### src/rtl/imem_port_arbiter_if.sv
`default_nettype none
// ----------------------------------------------------------------------------
// imem_port_arbiter_if : fetch, debug and memory-port bundle for the arbiter
// Revision: 1.0
// ----------------------------------------------------------------------------
interface imem_port_arbiter_if #(
  parameter int DEPTH_LOG2 = 10
);
  logic                  fetch_req;
  logic [31:0]           fetch_addr;
  logic                  fetch_gnt;
  logic                  fetch_valid;
  logic [31:0]           fetch_inst;
  logic                  fetch_err;

  logic                  dbg_req;
  logic                  dbg_we;
  logic [31:0]           dbg_addr;
  logic [31:0]           dbg_wdata;
  logic                  dbg_gnt;
  logic                  dbg_valid;
  logic [31:0]           dbg_rdata;

  logic                  mem_en;
  logic                  mem_we;
  logic [DEPTH_LOG2-1:0] mem_addr;
  logic [31:0]           mem_wdata;
  logic [31:0]           mem_rdata;

  // The arbiter side
  modport slave (
    input  fetch_req, fetch_addr, dbg_req, dbg_we, dbg_addr, dbg_wdata, mem_rdata,
    output fetch_gnt, fetch_valid, fetch_inst, fetch_err,
    output dbg_gnt, dbg_valid, dbg_rdata,
    output mem_en, mem_we, mem_addr, mem_wdata
  );

  // Requesters plus memory
  modport master (
    output fetch_req, fetch_addr, dbg_req, dbg_we, dbg_addr, dbg_wdata, mem_rdata,
    input  fetch_gnt, fetch_valid, fetch_inst, fetch_err,
    input  dbg_gnt, dbg_valid, dbg_rdata,
    input  mem_en, mem_we, mem_addr, mem_wdata
  );
endinterface
`default_nettype wire

### src/rtl/imem_port_arbiter.sv
`default_nettype none
// ----------------------------------------------------------------------------
// imem_port_arbiter : fetch/debug sharing of a 1-cycle-latency instruction RAM
// Revision: 1.0
// ----------------------------------------------------------------------------
module imem_port_arbiter #(
  parameter int DEPTH_LOG2   = 10,
  parameter int STARVE_LIMIT = 4
) (
  input  logic                clk,
  input  logic                rst,
  imem_port_arbiter_if.slave  bus
);

  typedef enum logic [1:0] {
    OWN_NONE  = 2'd0,
    OWN_FETCH = 2'd1,
    OWN_DBG   = 2'd2
  } owner_t;

  localparam logic [3:0] LIMIT = 4'(STARVE_LIMIT);

  owner_t     resp_owner;
  logic       resp_err;
  logic       resp_we;
  logic [3:0] starve_cnt;
  logic       fetch_valid_q;
  logic       dbg_valid_q;
  logic       fetch_err_q;

  logic       force_dbg;
  logic       fetch_gnt;
  logic       dbg_gnt;
  logic       fetch_misal;
  logic       unused_bits;

  assign fetch_misal = (bus.fetch_addr[1:0] != 2'b00);

  // A debug requester that has waited STARVE_LIMIT cycles overrides fetch priority.
  always_comb begin
    force_dbg = bus.dbg_req && (starve_cnt == LIMIT);
    dbg_gnt   = !rst && bus.dbg_req && (force_dbg || !bus.fetch_req);
    fetch_gnt = !rst && bus.fetch_req && !dbg_gnt;
  end

  assign bus.fetch_gnt = fetch_gnt;
  assign bus.dbg_gnt   = dbg_gnt;

  assign bus.mem_en    = dbg_gnt || (fetch_gnt && !fetch_misal);
  assign bus.mem_we    = dbg_gnt && bus.dbg_we;
  assign bus.mem_addr  = dbg_gnt ? bus.dbg_addr[DEPTH_LOG2+1:2]
                                 : bus.fetch_addr[DEPTH_LOG2+1:2];
  assign bus.mem_wdata = bus.dbg_wdata;

  always_ff @(posedge clk) begin
    if (rst) begin
      resp_owner    <= OWN_NONE;
      resp_err      <= 1'b0;
      resp_we       <= 1'b0;
      starve_cnt    <= 4'd0;
      fetch_valid_q <= 1'b0;
      dbg_valid_q   <= 1'b0;
      fetch_err_q   <= 1'b0;
    end else begin
      if (dbg_gnt) begin
        resp_owner <= OWN_DBG;
        resp_err   <= 1'b0;
        resp_we    <= bus.dbg_we;
      end else if (fetch_gnt) begin
        resp_owner <= OWN_FETCH;
        resp_err   <= fetch_misal;
        resp_we    <= 1'b0;
      end else begin
        resp_owner <= OWN_NONE;
        resp_err   <= 1'b0;
        resp_we    <= 1'b0;
      end
      fetch_valid_q <= fetch_gnt;
      dbg_valid_q   <= dbg_gnt;
      fetch_err_q   <= fetch_gnt && fetch_misal;

      if (!bus.dbg_req || dbg_gnt) begin
        starve_cnt <= 4'd0;
      end else if (fetch_gnt && (starve_cnt != LIMIT)) begin
        starve_cnt <= starve_cnt + 4'd1;
      end
    end
  end

  // Read data is passed straight through from the RAM to whichever side owns the slot.
  assign bus.fetch_valid = fetch_valid_q;
  assign bus.fetch_err   = fetch_err_q;
  assign bus.fetch_inst  = (resp_owner == OWN_FETCH && !resp_err) ? bus.mem_rdata : 32'd0;
  assign bus.dbg_valid   = dbg_valid_q;
  assign bus.dbg_rdata   = (resp_owner == OWN_DBG && !resp_we) ? bus.mem_rdata : 32'd0;

  assign unused_bits = ^{bus.fetch_addr[31:DEPTH_LOG2+2], bus.dbg_addr[31:DEPTH_LOG2+2],
                         bus.dbg_addr[1:0]};

endmodule
`default_nettype wire

### src/flat_wrapper.sv
// flat-port wrapper written by rule: the top's interface ports become plain ports
module imem_port_arbiter_flat 
#(
  parameter int DEPTH_LOG2   = 10,
  parameter int STARVE_LIMIT = 4
)
  (clk, rst, bus_fetch_req, bus_fetch_addr, bus_dbg_req, bus_dbg_we, bus_dbg_addr, bus_dbg_wdata, bus_mem_rdata, bus_fetch_gnt, bus_fetch_valid, bus_fetch_inst, bus_fetch_err, bus_dbg_gnt, bus_dbg_valid, bus_dbg_rdata, bus_mem_en, bus_mem_we, bus_mem_addr, bus_mem_wdata);
  imem_port_arbiter_if #(.DEPTH_LOG2(DEPTH_LOG2)) bus_i ();
  input  logic clk;
  input  logic rst;
  input wire logic [$bits(bus_i.fetch_req)-1:0] bus_fetch_req;
  input wire logic [$bits(bus_i.fetch_addr)-1:0] bus_fetch_addr;
  input wire logic [$bits(bus_i.dbg_req)-1:0] bus_dbg_req;
  input wire logic [$bits(bus_i.dbg_we)-1:0] bus_dbg_we;
  input wire logic [$bits(bus_i.dbg_addr)-1:0] bus_dbg_addr;
  input wire logic [$bits(bus_i.dbg_wdata)-1:0] bus_dbg_wdata;
  input wire logic [$bits(bus_i.mem_rdata)-1:0] bus_mem_rdata;
  output wire logic [$bits(bus_i.fetch_gnt)-1:0] bus_fetch_gnt;
  output wire logic [$bits(bus_i.fetch_valid)-1:0] bus_fetch_valid;
  output wire logic [$bits(bus_i.fetch_inst)-1:0] bus_fetch_inst;
  output wire logic [$bits(bus_i.fetch_err)-1:0] bus_fetch_err;
  output wire logic [$bits(bus_i.dbg_gnt)-1:0] bus_dbg_gnt;
  output wire logic [$bits(bus_i.dbg_valid)-1:0] bus_dbg_valid;
  output wire logic [$bits(bus_i.dbg_rdata)-1:0] bus_dbg_rdata;
  output wire logic [$bits(bus_i.mem_en)-1:0] bus_mem_en;
  output wire logic [$bits(bus_i.mem_we)-1:0] bus_mem_we;
  output wire logic [$bits(bus_i.mem_addr)-1:0] bus_mem_addr;
  output wire logic [$bits(bus_i.mem_wdata)-1:0] bus_mem_wdata;
  assign bus_i.fetch_req = bus_fetch_req;
  assign bus_i.fetch_addr = bus_fetch_addr;
  assign bus_i.dbg_req = bus_dbg_req;
  assign bus_i.dbg_we = bus_dbg_we;
  assign bus_i.dbg_addr = bus_dbg_addr;
  assign bus_i.dbg_wdata = bus_dbg_wdata;
  assign bus_i.mem_rdata = bus_mem_rdata;
  assign bus_fetch_gnt = bus_i.fetch_gnt;
  assign bus_fetch_valid = bus_i.fetch_valid;
  assign bus_fetch_inst = bus_i.fetch_inst;
  assign bus_fetch_err = bus_i.fetch_err;
  assign bus_dbg_gnt = bus_i.dbg_gnt;
  assign bus_dbg_valid = bus_i.dbg_valid;
  assign bus_dbg_rdata = bus_i.dbg_rdata;
  assign bus_mem_en = bus_i.mem_en;
  assign bus_mem_we = bus_i.mem_we;
  assign bus_mem_addr = bus_i.mem_addr;
  assign bus_mem_wdata = bus_i.mem_wdata;
  imem_port_arbiter #(.DEPTH_LOG2(DEPTH_LOG2), .STARVE_LIMIT(STARVE_LIMIT)) u_core (.clk(clk), .rst(rst), .bus(bus_i));
endmodule
### config.mk
export PLATFORM = sky130hd
export DESIGN_NAME = imem_port_arbiter_flat
export DESIGN_NICKNAME = d
export VERILOG_FILES = /design/src/rtl/imem_port_arbiter_if.sv /design/src/rtl/imem_port_arbiter.sv /design/src/flat_wrapper.sv
export SDC_FILE = /design/constraint.sdc
export NUM_CORES = 1
export LEC_CHECK = 0
export CORE_AREA = 4 4 93 95
export CTS_CLUSTER_SIZE = 8
export DETAILED_ROUTE_END_ITERATION = 6
export DIE_AREA = 0 0 97 99
export PLACE_DENSITY = 0.71
export REMOVE_ABC_BUFFERS = 1
export SYNTH_ARGS = -nofsm -noshare
export SYNTH_HDL_FRONTEND = slang
export SYNTH_SLANG_ARGS = --single-unit
### constraint.sdc
create_clock -name clk -period 1.95 [get_ports clk]
set_clock_uncertainty 0.2 [all_clocks]
set_input_delay 0.39 -clock clk [delete_from_list [all_inputs] [get_ports clk]]
set_output_delay 0.39 -clock clk [all_outputs]
set_load 0.05 [all_outputs]
==> impl_metrics.csv <==
group,metric,value,unit
pwr,p_per_area,339,nW/um^2
route,dr_total_vias,1576,
pwr,irDropWorstVdd,340,uV
synth,synthFlopType,"dfxtp_1",
worst_setup_path,crit_slowest_cell,"dfxtp_2",
synth,synth_area_per_cell,7.92,um^2
die,die_w,97,um
cells_and_area,drive_gt1_share,72.0,%
global_routing,grt_pass1_wl,11600,um
synth,syn_area,1240,um^2
timing,fmaxAchievable,0.437,GHz
placed_design,portBuffers,139,
timing,slew_violations,0,
timing,worstMarginPinSlew,0.289,ns
die,dieArea,9600,um^2
synth,yosysTopAreaCell,"and2_1",
cells_and_area,antenna_cells,0,
clock_network,cts_buffer_depth,2,
outcome,status,"complete, but fails checks",
worst_setup_path,critPathMaxStageDelay,0.33,ns
route,drc,0,
synth,synth-seq-cells,10,
synth,synth_edf_count,0,
synth,yosysSeqAreaShare,16.2,%
clock_network,clk_pin_slew,0.05,ns
worst_setup_path,end_kind,"output port",
clock_network,htreeDepth,1,
cells_and_area,stdcell_area,3840,um^2
synth,async_reset_ff_share,0,%
worst_setup_path,critical_path_peak_fanout,6,
die,initial_core_util,16.0,%
cells_and_area,final_net_count,425,
synth,netlist_instances,156,
route,firstDrtPassIters,4,
route,drt-vias-per-instance,4.03,
worst_setup_path,cp-start-kind,"flip-flop",
route,wirelength,7970,um
die,num_rows,32,
worst_setup_path,crit_chain,"inv_2, ha_4, and3b_2, o21ba_4, mux2_4, buf_6",
die,ios,246,
timing,whs,0.316,ns
route,postRouteAntennaNets,0,
timing,period_share,117,%
synth,synth_common_cells,"66 x and2_1, 32 x buf_4, 10 x dfxtp_1",
pwr,power.leakage,0.00165,uW
timing,rsz0062_at_grt,"true",
clock_network,cts_sinks,10,
job,cap_violations,0,
placed_design,gp_congestion,0.763,
synth,synth_top_area_share,33.4,%
global_routing,overflow,0,
timing,maxSlewHeadroom,80.7,%
clock_network,clk_latency,0.24,ns
timing,final_hold_viol_count,0,
die,die_h,99,um
synth,ys_warn_count,0,
worst_setup_path,worstSetupPathType,"reg2out",
global_routing,antenna_found_initial,0,
timing,fin_ws,-0.341,ns
global_routing,grt_usage,16.1,%
global_routing,grt_pass1_vias,1790,
synth,synth_cell_type_count,26,
clock_network,cts_root_buffer,"clkbuf_8",
synth,ys_top_cells_by_area,"and2_1 33%, buf_4 19%, dfxtp_1 16%, mux2_4 8.5%, ha_1 2.0%",
worst_setup_path,critical_path_arrival,1.70,ns
cells_and_area,area_delta_synth_final,210,%
route,wire_per_inst,20.4,um
clock_network,cts_buffers,3,
global_routing,grt_max_degree,9,
placed_design,dp_hpwl,5980,um
worst_setup_path,worstPathRequired,1.36,ns
placed_design,placed_area,3250,um^2
timing,setup_viol,78,
outcome,violations,"negative setup slack",
route,drt_iter0_drc,15,
clock_network,ctsHoldBuffers,0,
cells_and_area,finalCoreUtilization,49.6,%
die,core_area,7730,um^2
worst_hold_path,min_path_type,"reg2reg",
timing,min_period,2.29,ns
clock_network,cts_tree,"built",
synth,synth_most_common_cell,"and2_1",
## registers in the layout, indices dropped and copies added (netlist names)
name and cells:
u_core.resp_we 1, u_core.bus.dbg_valid 1, u_core.bus.fetch_valid 1, u_core.resp_err 1, u_core.starve_cnt 4, u_core.resp_owner 1
u_core.bus.fetch_err 1
## metal layers
metal	up-vias	GRT usage, %	routed length [um]
met3	6	13.5	1460
met4	2	1.94	50
met1	718	15.9	2640
met2	126	26.4	3770
met5	-	4.10	46
li1	724	-	-
## final timing paths
path	from	end	slack, ns	cells past startpoint
worst max-delay path	u_core.starve_cnt[1]	bus_mem_addr[0]	-0.34	6
worst min-delay path	u_core.starve_cnt[0]	u_core.starve_cnt[0]	0.32	2
worst max register to register	u_core.starve_cnt[1]	u_core.starve_cnt[1]	0.09	8
worst min register to register	u_core.starve_cnt[0]	u_core.starve_cnt[0]	0.32	2
## layout make-up
class / instances / area (um^2)
clock buffers: 4 / 55.1
fillers: 683 / 3890
inverters: 4 / 15.0
multi-input cells: 103 / 987
flip-flops and latches: 10 / 205
well taps: 102 / 128
repair buffers: 168 / 2450
## power breakdown
part           internal [uW]  switching (uW)  total (uW)
Clock                    178            87.1         265
Combinational            441             379         820
Sequential               212            4.56         217
Total                    831             470        1300
## repair_timing
item	CTS	global route
pin swaps	70	3
buffers inserted	15	1
gates cloned	7	0
resized for setup	113	5
setup endpoints to repair	78	81
## critical path, delay by kind of cell (launching register included)
kind	cells	cell delay [ns]
flops	1	0.33
fa+ha+maj	1	0.15
compound gates	1	0.25
mux	1	0.32
simple gates	1	0.22
buf+inv	2	0.20
## kinds of logic after synthesis
group | after synthesis | share of synthesized area [%]
flops | 10 | 16.2
compound gates | 7 | 4.76
simple gates | 81 | 40.0
xor+xnor | 1 | 0.709
fa+ha+maj | 2 | 2.02
buf+inv | 44 | 24.3
mux | 11 | 12.0
## per-stage QoR
stage,setup TNS [ns],std cells,total power (uW),worst slack [ns]
final,-10.59,391,1300,-0.341
after global routing,-16.38,391,1360,-0.396
after CTS,-13.21,396,1340,-0.369
after detailed placement,-6.81,370,919,-0.587
after global placement,-6.70,370,910,-0.581
after floorplan,-68.27,116,522,-1.06
## layout by cell type, fill, tap and decap left out, drive strengths merged
cell	instances
nor3	1
clkdlybuf4s50	55
dfxtp	10
o21ba	3
dlygate4sd2	2
nor2b	2
inv	4
clkbuf	4
ha	2
xnor2	1
or3	1
and2	66
a21oi	1
mux2i	1
nand2	1
mux2	10
dlymetal6s2s	1
nand3	1
o21ai	1
nor2	5
nor3b	2
a211oi	3
and3b	1
buf	110
nand2b	1
(Power assumes the default switching activity.)
==> RTL change 1: new RTL, same settings <==
`DEPTH_LOG2` is set to 10 in 3 places; all go to 11.
--- a/src/rtl/imem_port_arbiter_if.sv
+++ b/src/rtl/imem_port_arbiter_if.sv
@@ -4,7 +4,7 @@
 // Revision: 1.0
 // ----------------------------------------------------------------------------
 interface imem_port_arbiter_if #(
-  parameter int DEPTH_LOG2 = 10
+  parameter int DEPTH_LOG2 = 11
 );
   logic                  fetch_req;
   logic [31:0]           fetch_addr;
--- a/src/rtl/imem_port_arbiter.sv
+++ b/src/rtl/imem_port_arbiter.sv
@@ -4,7 +4,7 @@
 // Revision: 1.0
 // ----------------------------------------------------------------------------
 module imem_port_arbiter #(
-  parameter int DEPTH_LOG2   = 10,
+  parameter int DEPTH_LOG2   = 11,
   parameter int STARVE_LIMIT = 4
 ) (
   input  logic                clk,
--- a/src/flat_wrapper.sv
+++ b/src/flat_wrapper.sv
@@ -1,7 +1,7 @@
 // flat-port wrapper written by rule: the top's interface ports become plain ports
 module imem_port_arbiter_flat 
 #(
-  parameter int DEPTH_LOG2   = 10,
+  parameter int DEPTH_LOG2   = 11,
   parameter int STARVE_LIMIT = 4
 )
   (clk, rst, bus_fetch_req, bus_fetch_addr, bus_dbg_req, bus_dbg_we, bus_dbg_addr, bus_dbg_wdata, bus_mem_rdata, bus_fetch_gnt, bus_fetch_valid, bus_fetch_inst, bus_fetch_err, bus_dbg_gnt, bus_dbg_valid, bus_dbg_rdata, bus_mem_en, bus_mem_we, bus_mem_addr, bus_mem_wdata);
Ports: changed (resized bus_mem_addr); port bits go from 246 to 247. The function was not compared with the original's and may differ.
==> RTL change 1 against the original RTL <==
The flow still finishes with violations (setup timing). Die area stayed put. Setup slack worse by 0.0034 ns. Sequential cell count stayed put. Power is 0.53% higher. Routed wire length is 6.7% higher. Global-route usage is 0.87 points higher. Design area is 1.0% higher. Synthesized cell count is 0.64% lower. Synthesized area is 2.1% higher.
==> RTL change 1: results (changes against the original RTL) <==
* Status: complete, but fails checks
* Failing checks: setup timing
* Post-Route WL at 8.51 mm (+6.7%)
* DP Wirelength at 6.89 mm (+15%)
* Post-DP Area at 3320 sq um (+2.0%)
* Tot GR Track Use at 16.9% (+0.87 points)
* Cell family with most CP delay: buffers and inverters
* Top cells by area, synth: and2_1 (32%), buf_4 (19%), dfxtp_1 (16%), mux2_4 (7.1%), mux2_2 (4.5%)
* Filler cells at 671 (-1.8%)
* M2 GR Usage at 30.6% (+4.1 points)
* Share of cells above drive strength 1 at 71.5% (-0.45 points)
* Placed cell count at 376 (+1.6%)
* Pin count of the biggest net entering global routing at 14 (+5)
* Netlist cell types at 25 (-3.8%)
* Mapped Area at 1260 sq um (+2.1%)
* 1st-pass router iterations at 3 (-1)
* Synth top cells by count: and2_1 (64), buf_4 (32), dfxtp_1 (10)
* Synth Area in Adders at 1.98% (-0.042 points)
* Routed via count at 1662 (+5.5%)
* Setup violators final at 78 (unchanged)
* Combinational Power Share at 63.6% (+0.6 points)
* P_leak at 0.00166 uW (+0.76%)
* Post-synthesis compound-gate area fraction at 4.96% (+0.20 points)
* Multiplexer share of the synthesized area at 12.4% (+0.34 points)
* Combinational Power at 832 uW (+1%)
* Met1 layer usage reported by global route at 15.4% (-0.42 points)
* Worst setup margin at -0.344 ns (-0.00345 ns)
* # port buffers at 142 (+2.2%)
* Sw Ratio at 36.1% (about the same)
* Sequential fraction of the synthesis area at 15.9% (-0.34 points)
* Pre-CTS setup slack at -0.474 ns (+0.113 ns)
* Vias in the first global route at 1853 (+3.5%)
* Gpl congestion at 0.791 (+3.7%)
-- RTL change 1: cell types whose count changed after synthesis, sizes merged, moves of 2 or more --
cell	before	now
a41oi	0	3
o21ba	2	0
a211oi	3	0
nor2	5	1
o21a	0	2
nor3	1	4
nor2b	2	0
-- RTL change 1: final timing paths --
check | slack (ns) | end
max | -0.34 | bus_mem_addr[0]
min | 0.32 | u_core.starve_cnt[0]$_SDFFE_PP0P_
max reg2reg | 0.44 | u_core.resp_we$_SDFF_PP0_
min reg2reg | 0.32 | u_core.starve_cnt[0]$_SDFFE_PP0P_
-- RTL change 1: final cells by class --
type	count	area, sq um	area share, %
Timing Repair Buffer	175	2480	63.9
Multi-Input combinational cell	102	995	25.7
Sequential cell	10	206	5.33
Tap cell	102	128	3.29
Clock buffer	4	55.1	1.42
Inverter	4	15.0	0.387
-- RTL change 1: repair_timing --
action / 4_1_cts / 5_1_grt
setup endpoints to repair: 65 / 78
cloned: 8 / 1
gates resized for setup: 126 / 14
pin swaps: 55 / 4
setup buffers: 13 / 2
==> RTL change 2: new RTL, config.mk and constraints unchanged <==
Made on the original files. The 3 values of `owner_t` get a one-hot encoding in 3 bits.
--- a/src/rtl/imem_port_arbiter.sv
+++ b/src/rtl/imem_port_arbiter.sv
@@ -12,10 +12,10 @@
   imem_port_arbiter_if.slave  bus
 );
 
-  typedef enum logic [1:0] {
-    OWN_NONE  = 2'd0,
-    OWN_FETCH = 2'd1,
-    OWN_DBG   = 2'd2
+  typedef enum logic [2:0] {
+    OWN_NONE  = 3'b001,
+    OWN_FETCH = 3'b010,
+    OWN_DBG   = 3'b100
   } owner_t;
 
   localparam logic [3:0] LIMIT = 4'(STARVE_LIMIT);
Behaviour: same outputs for any inputs over 10 cycles, from zero or initial values and one cycle with rst high; not proved beyond that.
==> RTL change 2 against the original RTL <==
The run still ends with setup timing left. Setup slack got worse by 0.028 ns. Design area is 0.55% higher. Global-route usage up 6.1 points. Sequential power rose by 11%. Largest cell class unchanged. Routed wire length grew 37%. Non-clock buffer count is 1 higher. Count of clock-buffer cells in the layout unchanged. Synthesized area rose by 3.0%. Maximum frequency decreased by 1.2%. Hold slack gained 0.0095 ns. First-iteration DRC count increased by 87%. Synthesized cell count rose by 1.3%. Sequential cell count is 1 higher. Power fell by 17%.
==> RTL change 2: results (changes against the original RTL) <==
* Status: complete, but fails checks
* Combinational Power at 604 uW (-26%)
* Vias in the first global route at 1927 (+7.7%)
* Worst VDD drop at 0.000187 V (-45%)
* Multi-input gates at 104 (+0.97%)
* Nets at 428 (+0.71%)
* Tot GR Track Use at 22.2% (+6.1 points)
* Post-DP Area at 3340 sq um (+2.7%)
* Setup violators final at 78 (unchanged)
* Sequential cells at 11 (+1)
* XOR/XNOR Fraction of Synth Area at 1.38% (+0.67 points)
* Worst EP arrival at 1.73 ns (+0.03 ns)
* Gpl congestion at 0.892 (+17%)
* Filler cells at 649 (-5.0%)
* Sw Ratio at 34.1% (-2.1 points)
* Sequential fraction of the synthesis area at 17.3% (+1.1 points)
* P_leak at 0.00163 uW (-1.1%)
* R2r setup slk at 0.38 ns (+0.29 ns)
* Avg Vias per Cell at 4.18 (+3.8%)
* Clock network area share at 1.17% (-0.27 points)
* Met3 usage at 20.5% (+7.0 points)
* Layout Cells excl Fill at 394 (+0.77%)
* M2 GR Usage at 45.9% (+19 points)
* Hold slack at 0.326 ns (+0.00945 ns)
* M1 WL at 2.24 mm (-15%)
* Highest routed layer: met4
* Multiplexer share of the synthesized area at 8.84% (-3.2 points)
* Start of the worst register-to-register path: u_core.starve_cnt[0]$_SDFFE_PP0P_
* Fraction of area in multi-input gates at 25.9% (+0.12 points)
* Worst setup margin at -0.369 ns (-0.0282 ns)
* R2R depth at 7 (-1)
* Final Instance Area at 3860 sq um (+0.55%)
* Non-clk bufs at 169 (+0.60%)
* Failing checks: setup timing
* Cell family with most CP delay: buffers and inverters
* Worst r2r dst: u_core.bus.fetch_err$_SDFF_PP0_
* Drt initial violations at 28 (+13)
* Synth top cells by count: and2_1 (66), buf_4 (32), dfxtp_1 (11)
* Placed cell count at 376 (+1.6%)
==> RTL change 2: changes by cell type after synthesis, moves of 2 or more <==
cell | before | now
mux2_4 | 7 | 0
mux2_1 | 2 | 7
a211oi_1 | 3 | 0
a21boi_0 | 0 | 2
mux2_2 | 1 | 3
nor3b_1 | 2 | 0
nor4b_4 | 0 | 2
==> RTL change 2: worst max-delay path by stage <==
stage | startpoint | end | slack [ns] | cells after the start
3_3_place_gp | rst | bus_mem_addr[9] | -0.46 | 6
6_report | u_core.starve_cnt[1]$_SDFFE_PP0P_ | bus_mem_addr[9] | -0.37 | 8
4_1_cts | u_core.starve_cnt[1]$_SDFFE_PP0P_ | bus_mem_addr[9] | -0.35 | 8
3_5_place_dp | rst | bus_mem_addr[2] | -0.51 | 6
2_1_floorplan | u_core.bus.dbg_valid$_SDFF_PP0_ | bus_dbg_rdata[0] | -0.54 | 2
5_1_grt | u_core.starve_cnt[1]$_SDFFE_PP0P_ | bus_mem_addr[2] | -0.43 | 8
